**src/rtl/cache_types_pkg.sv**
```systemverilog
// ============================================================================
// Module   : cache_types_pkg
// Purpose  : Shared widths and enumerations for the L1-to-memory line path.
// Revision : 1.0 - initial release
// ============================================================================
`default_nettype none

package cache_types_pkg;

    localparam int LINE_W = 256;
    localparam int ADDR_W = 32;

    typedef enum logic [1:0] {
        IDLE    = 2'd0,
        SERVE_I = 2'd1,
        SERVE_D = 2'd2,
        DONE    = 2'd3
    } arb_state_t;

    typedef enum logic {
        GRANT_I = 1'b0,
        GRANT_D = 1'b1
    } grant_t;

endpackage

`default_nettype wire

```
**src/rtl/cache_arbiter_reg.sv**
```systemverilog
// ============================================================================
// Module   : cache_arbiter_reg
// Purpose  : Load-enabled register with asynchronous active-low clear.
// Revision : 1.0 - initial release
// ============================================================================
`default_nettype none

module cache_arbiter_reg #(
    parameter int WIDTH = 1
) (
    input  logic             clk,
    input  logic             rst_n,
    input  logic             i_load,
    input  logic [WIDTH-1:0] i_d,
    output logic [WIDTH-1:0] o_q
);

    logic [WIDTH-1:0] r_q;

    always_ff @(posedge clk or negedge rst_n) begin
        if (!rst_n) begin
            r_q <= '0;
        end else if (i_load) begin
            r_q <= i_d;
        end
    end

    assign o_q = r_q;

endmodule

`default_nettype wire

```
**src/rtl/cache_arbiter.sv**
```systemverilog
// ============================================================================
// Module   : cache_arbiter
// Purpose  : Fair 2:1 arbiter (I-cache / D-cache) onto one 256-bit line port.
// Revision : 1.0 - initial release
// ============================================================================
`default_nettype none

module cache_arbiter
    import cache_types_pkg::*;
(
    input  logic              clk,
    input  logic              rst_n,
    input  logic              imem_read,
    input  logic [ADDR_W-1:0] imem_addr,
    output logic [LINE_W-1:0] imem_rdata,
    output logic              imem_resp,
    input  logic              dmem_read,
    input  logic              dmem_write,
    input  logic [ADDR_W-1:0] dmem_addr,
    input  logic [LINE_W-1:0] dmem_wdata,
    output logic [LINE_W-1:0] dmem_rdata,
    output logic              dmem_resp,
    output logic              mem_read,
    output logic              mem_write,
    output logic [ADDR_W-1:0] mem_addr,
    output logic [LINE_W-1:0] mem_wdata,
    input  logic [LINE_W-1:0] mem_rdata,
    input  logic              mem_resp
);

    arb_state_t        r_state;
    arb_state_t        w_state_next;
    grant_t            r_last_grant;
    logic              w_req_i;
    logic              w_req_d;
    logic              w_load;
    logic              w_serving;
    logic [ADDR_W-1:0] w_addr_next;
    logic              w_op_next;
    logic              w_op;

    assign w_req_i   = imem_read;
    assign w_req_d   = dmem_read | dmem_write;
    assign w_serving = (r_state == SERVE_I) || (r_state == SERVE_D);

    always_ff @(posedge clk or negedge rst_n) begin
        if (!rst_n) begin
            r_state      <= IDLE;
            r_last_grant <= GRANT_D;
        end else begin
            r_state <= w_state_next;
            if (w_serving && mem_resp) begin
                r_last_grant <= (r_state == SERVE_I) ? GRANT_I : GRANT_D;
            end
        end
    end

    // Op bit: 1 = line write-back, 0 = line read. Write wins on the D side.
    always_comb begin
        w_state_next = r_state;
        w_load       = 1'b0;
        w_addr_next  = imem_addr;
        w_op_next    = 1'b0;
        case (r_state)
            IDLE: begin
                if (w_req_i && (!w_req_d || (r_last_grant == GRANT_D))) begin
                    w_state_next = SERVE_I;
                    w_load       = 1'b1;
                end else if (w_req_d) begin
                    w_state_next = SERVE_D;
                    w_load       = 1'b1;
                    w_addr_next  = dmem_addr;
                    w_op_next    = dmem_write;
                end
            end
            SERVE_I, SERVE_D: begin
                if (mem_resp) begin
                    w_state_next = DONE;
                end
            end
            DONE:    w_state_next = IDLE;
            default: w_state_next = IDLE;
        endcase
    end

    cache_arbiter_reg #(.WIDTH(ADDR_W)) u_addr_reg (
        .clk    (clk),
        .rst_n  (rst_n),
        .i_load (w_load),
        .i_d    (w_addr_next),
        .o_q    (mem_addr)
    );

    cache_arbiter_reg #(.WIDTH(LINE_W)) u_wdata_reg (
        .clk    (clk),
        .rst_n  (rst_n),
        .i_load (w_load),
        .i_d    (dmem_wdata),
        .o_q    (mem_wdata)
    );

    cache_arbiter_reg #(.WIDTH(1)) u_op_reg (
        .clk    (clk),
        .rst_n  (rst_n),
        .i_load (w_load),
        .i_d    (w_op_next),
        .o_q    (w_op)
    );

    assign mem_read   = w_serving & ~w_op;
    assign mem_write  = w_serving &  w_op;
    assign imem_resp  = (r_state == SERVE_I) & mem_resp;
    assign dmem_resp  = (r_state == SERVE_D) & mem_resp;
    assign imem_rdata = mem_rdata;
    assign dmem_rdata = mem_rdata;

endmodule

`default_nettype wire

```
**config.mk**
```make
export PLATFORM = sky130hd
export DESIGN_NAME = cache_arbiter
export DESIGN_NICKNAME = d
export VERILOG_FILES = /design/src/rtl/cache_types_pkg.sv /design/src/rtl/cache_arbiter_reg.sv /design/src/rtl/cache_arbiter.sv
export SDC_FILE = /design/constraint.sdc
export NUM_CORES = 1
export LEC_CHECK = 0
export CORE_AREA = 2 2 533 535
export CTS_CLUSTER_SIZE = 14
export DETAILED_ROUTE_END_ITERATION = 12
export DIE_AREA = 0 0 535 537
export PLACE_DENSITY = 0.35
export SLEW_MARGIN = 10
export SYNTH_ARGS = -nofsm -noshare
export SYNTH_HDL_FRONTEND = slang
export SYNTH_SLANG_ARGS = --single-unit
```
**constraint.sdc**
```tcl
create_clock -name clk -period 2.1 [get_ports clk]
set_clock_uncertainty 0.1 [all_clocks]
set_input_delay 0.315 -clock clk [delete_from_list [all_inputs] [get_ports clk]]
set_output_delay 0.315 -clock clk [all_outputs]
set_load 0.02 [all_outputs]
```
==> results of run 1 <==
==> kinds of logic (layout without fill, tap and decap cells) <==
kind of cell | Yosys count | after routing | share of synthesized area
buf+inv | 591 | 790 | 0.2767
simple gates | 809 | 809 | 0.2005
fa+ha+maj | 3 | 3 | 0.002467
flops | 292 | 292 | 0.4803
other cells | 0 | 11 | 0
compound gates | 111 | 111 | 0.04005
==> critical path: cells and delay by family, from the launching register on <==
family	cells	cell delay, ns
adders and majority gates	1	0.22
buffers and inverters	2	0.23
DFF	1	0.39
and+or+nand+nor	1	0.14
==> power by group <==
part / switching, mW / leakage (nW) / internal [mW] / total (mW)
Combinational: 14.2 / 5.92 / 6.25 / 20.5
Clock: 3.26 / 0.710 / 4.63 / 7.88
Sequential: 1.77 / 3.59 / 8.45 / 10.2
==> layout by cell type (no fill, tap or decap), types with 2 or more instances in the layout <==
master,instances
clkbuf_8,8
a21boi_0,2
a21oi_1,34
clkinvlp_4,3
clkbuf_16,44
clkbuf_1,10
dlygate4sd2_1,160
buf_4,132
clkdlybuf4s15_2,9
diode_2,11
buf_12,27
nand2_1,802
o21ai_0,65
clkinv_2,4
bufinv_16,4
ha_1,2
clkdlybuf4s50_1,330
inv_2,2
dlygate4sd3_1,38
dfrtp_1,291
and2_4,3
clkbuf_2,4
clkdlybuf4s15_1,10
==> stage by stage <==
stage                     utilization  instance area (um^2)  power, mW
after floorplan                     -                 15220      19.62
after global placement        0.07961                 22400      32.79
after detailed placement      0.07961                 22400      32.84
after CTS                     0.08565                 24090      40.25
after global routing          0.08564                 24090      42.03
final                         0.08569                 24110      38.59
==> path summary, 6_finish.rpt <==
path / end / slack (ns) / cells past startpoint
hold reg to reg: u_wdata_reg.o_q[255]$_DFFE_PN0P_ / 0.36 / 2
min in group asynchronous: u_wdata_reg.o_q[169]$_DFFE_PN0P_ / 0.25 / 3
hold / removal: u_wdata_reg.o_q[86]$_DFFE_PN0P_ / 0.09 / 3
setup / recovery: mem_write / 0.02 / 4
setup reg to reg: u_wdata_reg.o_q[96]$_DFFE_PN0P_ / 0.16 / 7
max in group asynchronous: u_wdata_reg.o_q[114]$_DFFE_PN0P_ / 0.31 / 3
==> layout make-up <==
type                       count  area (um^2)
multi-input combinational    923         3762
tap                         3743         4683
sequential                   292         7308
clock inverter                15        216.5
antenna                       11        27.53
inverter                       2        7.507
timing repair buffer         711         6853
clock buffer                  62         1249
fill                       32809       257200
==> per-layer routing <==
layer	wire, um	part of all wire
met5	200	0.0013
met2	61100	0.40
met1	47220	0.31
met4	8642	0.057
met3	34170	0.23
==> sequential cells by signal, summed over array words and instances (netlist names) <==
name	cells
u_wdata_reg.o_q	256
u_addr_reg.o_q	32
r_state	2
r_last_grant	1
u_op_reg.o_q	1
==> timing repair <==
item                                    4_1_cts  5_1_grt
gates cloned                                  0        0
pin swaps                                     1        1
hold endpoints to repair                    328        0
resized for setup                           219        8
buffers inserted                              3        0
endpoints found under the setup margin      188       12
hold buffers                                 38        0
==> flow_metrics.py, run 1 <==
metrics = {
    "synthesis": {
        "yosysMostFrequentCell": "nand2_1",
        "yosys.area.top_type_share": 0.4786,
        "yosys-top-cells-area": "dfrtp_1, buf_4, nand2_1, o21ai_0, buf_2",
        "syn-num-nets": 2391,
        "synth_top_cells_by_count": "nand2_1, buf_4, dfrtp_1",
        "synth_top_flop_cell": "dfrtp_1",
        "async_flop_share": 1.000,
        "synth_edf_count": 0,
        "yosysWarnings": 0,
        "ys_types": 27,
        "synth_area_um2": 15220,
        "ys_ff_latch": 292,
        "synthCells": 1806,
        "yosysSeqAreaShare": 0.4803,
        "postSynthAreaPerCell_um2": 8.425,
        "synth_top_area_cell": "dfrtp_1",
    },
    "placed_design": {
        "place_ws_ns": -0.1830,
        "gp_congestion": 0.7717,
        "dp_hpwl_um": 134800,
        "numPortBuffers": 617,
        "post-place-cells": 5630,
    },
    "flow_run": {
        "drv_cap": 0,
    },
    "die": {
        "die-height_um": 537,
        "num_io_pins": 1386,
        "rows": 195,
        "core_um2": 281300,
        "die-area_um2": 287300,
        "initial_core_util": 0.05409,
        "die_x_um": 535,
    },
    "drt": {
        "drtIter0Drc": 660,
        "drtPass1Iterations": 5,
        "wirelength_um": 151300,
        "vias": 12830,
        "drc": 0,
        "via_per_inst": 2.228,
        "final_antenna_net_count": 0,
        "wl_per_cell_um": 26.28,
    },
    "clocking": {
        "numCtsBuffers": 44,
        "cts_tree": "done",
        "cts_root_buffer": "clkbuf_16",
        "cts_num_sinks": 292,
        "clk_latency_ns": 0.67,
        "clockBufferDepth": 3,
        "htree_levels": 2,
        "path_clk_slew_ns": 0.07,
    },
    "setup_path": {
        "worst_setup_path_start_kind": "flop",
        "required_ns": 1.68,
        "r2r_start": "r_state[0]$_DFFE_PN0P_",
        "endpoint_kind": "primary output",
        "crit_type": "flop to primary output",
        "cp_slowest_cell": "dfrtp_1",
        "crit_start": "r_state[0]$_DFFE_PN0P_",
        "path_max_fanout": 3,
        "max_stage_delay_ns": 0.39,
        "critPathArrivalTime_ns": 1.66,
        "crit_chain": "inv_2 > ha_4 > and2_4 > buf_12",
    },
    "timing": {
        "clock.fmax_ghz": 0.4809,
        "fin_ws_ns": 0.02048,
        "fin_crit_ns": 2.080,
        "finalSetupViolCount": 0,
        "drv_slew": 0,
        "tns_ns": 0,
        "fin_crit_sh": 0.9902,
        "relSlewSlack": 0.4017,
        "hold_ws_ns": 0.09333,
        "tightestPinTransition_ns": 0.8945,
        "hold_viol": 0,
        "rsz0062_at_grt": "true",
    },
    "global_route": {
        "gr-usage-met3": 0.1047,
        "use_met2": 0.1445,
        "gr-max-usage-layer": "met2",
        "grt_antenna_before_repair": 79,
        "grt_pass1_wl_um": 180700,
        "overflow": 0,
        "grt_max_degree": 59,
        "grt_pass1_vias": 13418,
        "use_met1": 0.09062,
        "grt_usage": 0.1014,
    },
    "cells_and_area": {
        "num-nets-final": 2559,
        "final_cells": 5759,
        "final_layout_size_suffix_gt1_frac": 0.1257,
        "area_growth_pct": 58.43,
    },
    "worst_hold_path": {
        "hold_start": "dmem_wdata[86]",
        "min_path_type": "input port to flop",
    },
    "power_and_ir_drop": {
        "p_leak_nw": 10.22,
        "p_per_area_nw_per_um2": 1601,
        "peakVddDrop_mv": 0.5825,
    },
    "run_status": {
        "outcome": "finished clean",
    },
}
No activity file was read; power rests on OpenSTA's default activity.
==> run 2: changes to the inputs <==
CORE_AREA = 2 2 539 541   (was 2 2 533 535)
DIE_AREA = 0 0 541 543   (was 0 0 535 537)
PLACE_DENSITY = 0.34   (was 0.35)
REMOVE_ABC_BUFFERS = 1   (was not set)
SYNTH_HIERARCHICAL = 1   (was not set)
==> run 2 against run 1 <==
- worst setup slack improved by 0.025 ns
- clock-buffer cell count rose by 2
- sequential power barely moved
- non-clock buffer count fell by 51
- clock power fell by 2%
- core utilization fell by 0.23 points
- global-route usage rose by 9.3 points
==> flow_metrics.py, run 2 <==
metrics = {
    "synthesis": {
        "synth_area_um2": 15590,
        "synthCells": 1185,
        "yosys.area.top_type_share": 0.4670,
        "ys_types": 23,
        "yosysSeqAreaShare": 0.4687,
        "yosysWarnings": 6,
        "synth_top_flop_cell": "dfrtp_1",
        "async_flop_share": 1.000,
        "yosys-top-cells-area": "dfrtp_1, buf_4, mux2_2, mux2_4, buf_6",
        "yosysMostFrequentCell": "buf_4",
        "postSynthAreaPerCell_um2": 13.16,
        "synth_top_area_cell": "dfrtp_1",
        "ys_ff_latch": 292,
        "synth_edf_count": 0,
        "synth_top_cells_by_count": "buf_4, dfrtp_1, mux2_2",
    },
    "setup_path": {
        "max_stage_delay_ns": 0.61,
        "cp_top_family": "buffers and inverters",
        "endpoint_kind": "primary output",
        "r2r_slack_ns": 0.20,
        "path_max_fanout": 2,
        "critPathArrivalTime_ns": 1.64,
        "crit_chain": "clkdlybuf4s15_1",
        "required_ns": 1.68,
        "cp_slowest_cell": "clkdlybuf4s15_1",
        "worst_setup_path_start_kind": "flop",
        "crit_type": "flop to primary output",
        "critPathBufInv": 1,
    },
    "cells_and_area": {
        "area_growth_pct": 53.73,
        "final_layout_size_suffix_gt1_frac": 0.4039,
        "final_common_cell": "clkdlybuf4s50_1",
        "num-nets-final": 1930,
        "post-route-util": 0.08341,
        "largest_reg_flops": 256,
        "layout_common_cells": "clkdlybuf4s50_1, dfrtp_1, mux2_2, dlygate4sd2_1, buf_4",
    },
    "timing": {
        "tightestPinTransition_ns": 0.8511,
        "clock.fmax_ghz": 0.4867,
        "finalSetupViolCount": 0,
        "rsz0062_at_grt": "true",
        "tns_ns": 0,
        "relSlewSlack": 0.4307,
        "drv_slew": 0,
        "fin_crit_ns": 2.055,
        "hold_viol": 0,
        "fin_crit_sh": 0.9784,
    },
    "die": {
        "die_x_um": 541,
        "die-height_um": 543,
        "die-area_um2": 293800,
        "core_um2": 287400,
        "num_io_pins": 1386,
        "initial_core_util": 0.05426,
        "rows": 197,
    },
    "global_route": {
        "grt_max_degree": 70,
        "grt_pass1_wl_um": 320700,
        "overflow": 0,
        "grt_antenna_before_repair": 123,
        "grt_pass1_vias": 10814,
        "grt_usage": 0.1943,
    },
    "clocking": {
        "cts_num_sinks": 292,
        "numCtsBuffers": 45,
        "clk_latency_ns": 0.63,
        "path_clk_slew_ns": 0.06,
        "htree_levels": 2,
        "clockBufferDepth": 3,
        "cts_root_buffer": "clkbuf_16",
        "cts_tree": "done",
    },
    "drt": {
        "vias": 11886,
        "wl_per_cell_um": 56.70,
        "drtIter0Drc": 1134,
        "via_per_inst": 2.295,
        "wirelength_um": 293700,
        "final_antenna_net_count": 0,
        "drc": 0,
        "drtPass1Iterations": 4,
    },
    "placed_design": {
        "gp_congestion": 0.9184,
        "dp_hpwl_um": 264100,
        "numPortBuffers": 617,
    },
    "power_and_ir_drop": {
        "p_per_area_nw_per_um2": 1591,
        "p_leak_nw": 8.812,
        "peakVddDrop_mv": 0.5708,
        "power_mw": 38.15,
    },
    "worst_hold_path": {
        "min_path_type": "input port to flop",
    },
    "run_status": {
        "outcome": "finished clean",
    },
    "flow_run": {
        "drv_cap": 0,
    },
}
run 2: final cells by class:
type | count | area, um^2
clock buffer | 64 | 1287
sequential | 292 | 7308
antenna | 19 | 47.55
inverter | 3 | 11.26
tap | 3781 | 4731
multi-input combinational | 343 | 4070
clock inverter | 17 | 176.4
fill | 33263 | 263400
timing repair buffer | 660 | 6340
run 2: what timing repair did:
item	4_1_cts	5_1_grt
buffers inserted	3	0
gates resized for setup	180	43
pin swaps	2	0
hold endpoints to repair	291	0
setup endpoints to repair	167	33
hold buffers	2	0
run 2: cell families after synthesis:
group                    Yosys count  share of synthesized area
adder cells (fa/ha/maj)            3                   0.002407
buffers and inverters            550                     0.2735
multiplexers                     323                     0.2479
flip-flops                       292                     0.4687
AND/OR/NAND/NOR                   12                   0.005135
AO/OA/AOI/OAI                      5                   0.002407
run 2: stage by stage:
| stage | setup WS (ns) | hold slack, ns | std cells | area, um^2 |
|---|---|---|---|---|
| after floorplan | -13.91 | -0.08059 | 638 | 11340 |
| after global placement | -0.3445 | 0.07726 | 5074 | 22610 |
| after detailed placement | -0.2952 | 0.08100 | 5074 | 22610 |
| after CTS | -0.03126 | 0.07318 | 5160 | 23970 |
| after global routing | -0.04058 | 0.1130 | 5161 | 23930 |
| final | 0.04536 | 0.1366 | 5179 | 23970 |
run 2: power by group:
group	internal, mW	total [mW]	switching (mW)	leakage (nW)
clock network	4.40	7.70	3.29	0.716
logic	8.46	20.3	11.8	4.66
registers	8.60	10.2	1.59	3.43
total	21.5	38.1	16.7	8.81
run 2: worst paths after layout:
kind | start | endpoint | cells after the start
min reg2reg | u_wdata_reg/o_q[191]$_DFFE_PN0P_ | u_wdata_reg/o_q[191]$_DFFE_PN0P_ | 1
max reg2reg | r_state[1]$_DFFE_PN0P_ | u_wdata_reg/o_q[30]$_DFFE_PN0P_ | 6
min in group asynchronous | rst_n | u_wdata_reg/o_q[61]$_DFFE_PN0P_ | 3
max | u_wdata_reg/o_q[189]$_DFFE_PN0P_ | mem_wdata[189] | 1
max in group asynchronous | rst_n | u_wdata_reg/o_q[217]$_DFFE_PN0P_ | 3
min | dmem_wdata[201] | u_wdata_reg/o_q[201]$_DFFE_PN0P_ | 2
run 2: layer usage:
layer,global-route usage,share of wire,vias to the layer above,wire length [um]
met5,0.1639,0.021,-,6129
met4,0.07572,0.050,54,14630
met3,0.2789,0.29,385,85890
met2,0.2921,0.42,2337,123500
met1,0.1104,0.22,5324,63510
li1,-,-,3786,-
==> run 3: changes to the inputs <==
CORE_AREA = 2 2 533 535   (was 2 2 539 541)
DIE_AREA = 0 0 535 537   (was 0 0 541 543)
PLACE_DENSITY = 0.35   (was 0.34)
SYNTH_HIERARCHICAL = not set   (was 1)
==> run 3 against run 2 <==
- routed wire length is 4.8% higher
- first-iteration DRC count is 20% higher
- maximum frequency is 0.13% lower
- sequential share of layout area is 0.22 points higher
- core utilization is 0.12 points higher
- sequential power hardly changed
- critical path depth is 3 higher
- hold slack worse by 0.066 ns
- final area is 0.73% lower
- die area is 2.2% lower
- global-route usage is 1.3 points higher
- clock-buffer cell count is 1 lower
- critical path type unchanged
==> flow_metrics.py, run 3 (synthesized netlist as in run 1, its figures left out) <==
metrics = {
    "flow_run": {
        "drv_cap": 0,
    },
    "die": {
        "num_io_pins": 1386,
        "die_x_um": 535,
        "initial_core_util": 0.05409,
        "die-area_um2": 287300,
        "die-height_um": 537,
        "core_um2": 281300,
        "rows": 195,
    },
    "setup_path": {
        "critPathArrivalTime_ns": 1.64,
        "crit_chain": "inv_2 > ha_4 > nor2b_4 > buf_6",
        "path_max_fanout": 3,
        "crit_type": "flop to primary output",
        "max_stage_delay_ns": 0.39,
        "worst_setup_path_start_kind": "flop",
        "cp_slowest_cell": "dfrtp_1",
        "endpoint_kind": "primary output",
        "required_ns": 1.68,
    },
    "power_and_ir_drop": {
        "p_sw_mw": 18.31,
        "power_mw": 37.80,
        "p_per_area_nw_per_um2": 1588,
        "power_frac_clock": 0.206,
        "p_seq_frac": 0.266,
        "swShare": 0.4843,
        "peakVddDrop_mv": 0.6219,
        "p_leak_nw": 10.01,
        "p_int_mw": 19.49,
        "p_comb_frac": 0.528,
    },
    "clocking": {
        "numCtsBuffers": 44,
        "path_clk_slew_ns": 0.08,
        "cts_num_sinks": 292,
        "htree_levels": 2,
        "clockBufferDepth": 3,
        "clk_latency_ns": 0.65,
        "cts_tree": "done",
        "cts_root_buffer": "clkbuf_16",
    },
    "timing": {
        "drv_slew": 0,
        "finalSetupViolCount": 0,
        "fin_crit_ns": 2.057,
        "hold_viol": 0,
        "hold_ws_ns": 0.07050,
        "fin_crit_sh": 0.9796,
        "rsz0062_at_grt": "true",
        "tightestPinTransition_ns": 1.041,
        "clock.fmax_ghz": 0.4861,
        "tns_ns": 0,
        "relSlewSlack": 0.3034,
    },
    "placed_design": {
        "dp_hpwl_um": 272400,
        "gp_congestion": 0.8905,
        "numPortBuffers": 617,
        "post-place-cells": 5633,
    },
    "drt": {
        "vias": 15004,
        "wl_per_cell_um": 53.72,
        "drtPass1Iterations": 5,
        "drc": 0,
        "final_antenna_net_count": 0,
        "via_per_inst": 2.619,
        "wirelength_um": 307800,
        "drtIter0Drc": 1360,
    },
    "cells_and_area": {
        "largest_reg_flops": 256,
        "final_layout_size_suffix_gt1_frac": 0.1303,
        "num-nets-final": 2528,
        "layout_common_cells": "nand2_1, clkdlybuf4s50_1, dfrtp_1, buf_4, dlygate4sd2_1",
        "final_common_cell": "nand2_1",
        "final_cells": 5729,
        "area_growth_pct": 56.39,
    },
    "global_route": {
        "grt_pass1_vias": 13302,
        "grt_usage": 0.2076,
        "grt_pass1_wl_um": 339300,
        "grt_antenna_before_repair": 105,
        "grt_max_degree": 59,
        "overflow": 0,
    },
    "run_status": {
        "outcome": "finished clean",
    },
    "worst_hold_path": {
        "min_path_type": "input port to flop",
    },
}
[run 3: cell types whose count changed in the layout (fill, tap and decap cells not counted), sizes merged, moves of 2 or more]
cell / delta
clkdlybuf4s15: -9
o21ai: +65
dlygate4sd2: -30
diode: -5
clkdlybuf4s50: +33
mux2: -322
a21boi: +2
buf: +41
o221ai: -2
nand2b: -2
nand2: +801
clkinv: -6
a21oi: +33
clkbuf: -17
[run 3: worst paths after layout]
path	from	to	slack, ns	cells after the start
worst max-delay path	r_state[1]$_DFFE_PN0P_	mem_read	0.04	4
worst min-delay path	dmem_wdata[144]	u_wdata_reg.o_q[144]$_DFFE_PN0P_	0.07	3
worst max register to register	r_state[0]$_DFFE_PN0P_	u_wdata_reg.o_q[74]$_DFFE_PN0P_	0.15	7
worst min register to register	u_wdata_reg.o_q[92]$_DFFE_PN0P_	u_wdata_reg.o_q[92]$_DFFE_PN0P_	0.36	2
max in group asynchronous	rst_n	u_wdata_reg.o_q[142]$_DFFE_PN0P_	0.25	3
min in group asynchronous	rst_n	u_wdata_reg.o_q[30]$_DFFE_PN0P_	0.21	3
[run 3: layer usage]
layer	up-vias	part of all wire	global-route usage
met4	58	0.059	0.09668
met2	2532	0.43	0.3197
met5	-	0.023	0.1860
met3	411	0.30	0.2919
met1	6691	0.19	0.1089
li1	5312	-	-
[run 3: worst max-delay path, delay by kind of cell (launching register included)]
kind | cells | cell delay [ns]
adder cells (fa/ha/maj) | 1 | 0.27
buffers and inverters | 2 | 0.19
flip-flops | 1 | 0.39
AND/OR/NAND/NOR | 1 | 0.13
[run 3: final cells by class]
class | count | area (um^2)
fill | 32792 | 257500
sequential | 292 | 7308
timing repair buffer | 680 | 6566
tap | 3743 | 4683
multi-input combinational | 923 | 3762
clock buffer | 63 | 1314
clock inverter | 12 | 120.1
antenna | 14 | 35.03
inverter | 2 | 7.507
[run 3: power by group through the flow]
stage / clock network, mW / logic (mW) / registers (mW)
CTS: 8.16 / 20.9 / 10.1
detailed placement: 0 / 21.4 / 10.2
global placement: 0 / 21.4 / 10.1
global route: 8.30 / 22.1 / 10.4
finish: 7.77 / 20.0 / 10.1
floorplan: 0 / 4.33 / 13.0
[run 3: stage by stage]
stage / instance area [um^2] / utilization / worst slack (ns)
detailed placement: 22360 / 0.07949 / -0.1281
CTS: 23750 / 0.08441 / -0.01420
floorplan: 11010 / - / -5.077
global route: 23780 / 0.08452 / -0.05167
finish: 23800 / 0.08459 / 0.04279
global placement: 22360 / 0.07949 / -0.1410
[run 3: what timing repair did]
action	CTS	global route
endpoints found under the hold margin	189	0
pin swaps	1	1
hold buffers	3	0
resized for setup	138	7
endpoints found under the setup margin	112	9
setup buffers	4	0
gates cloned	0	0
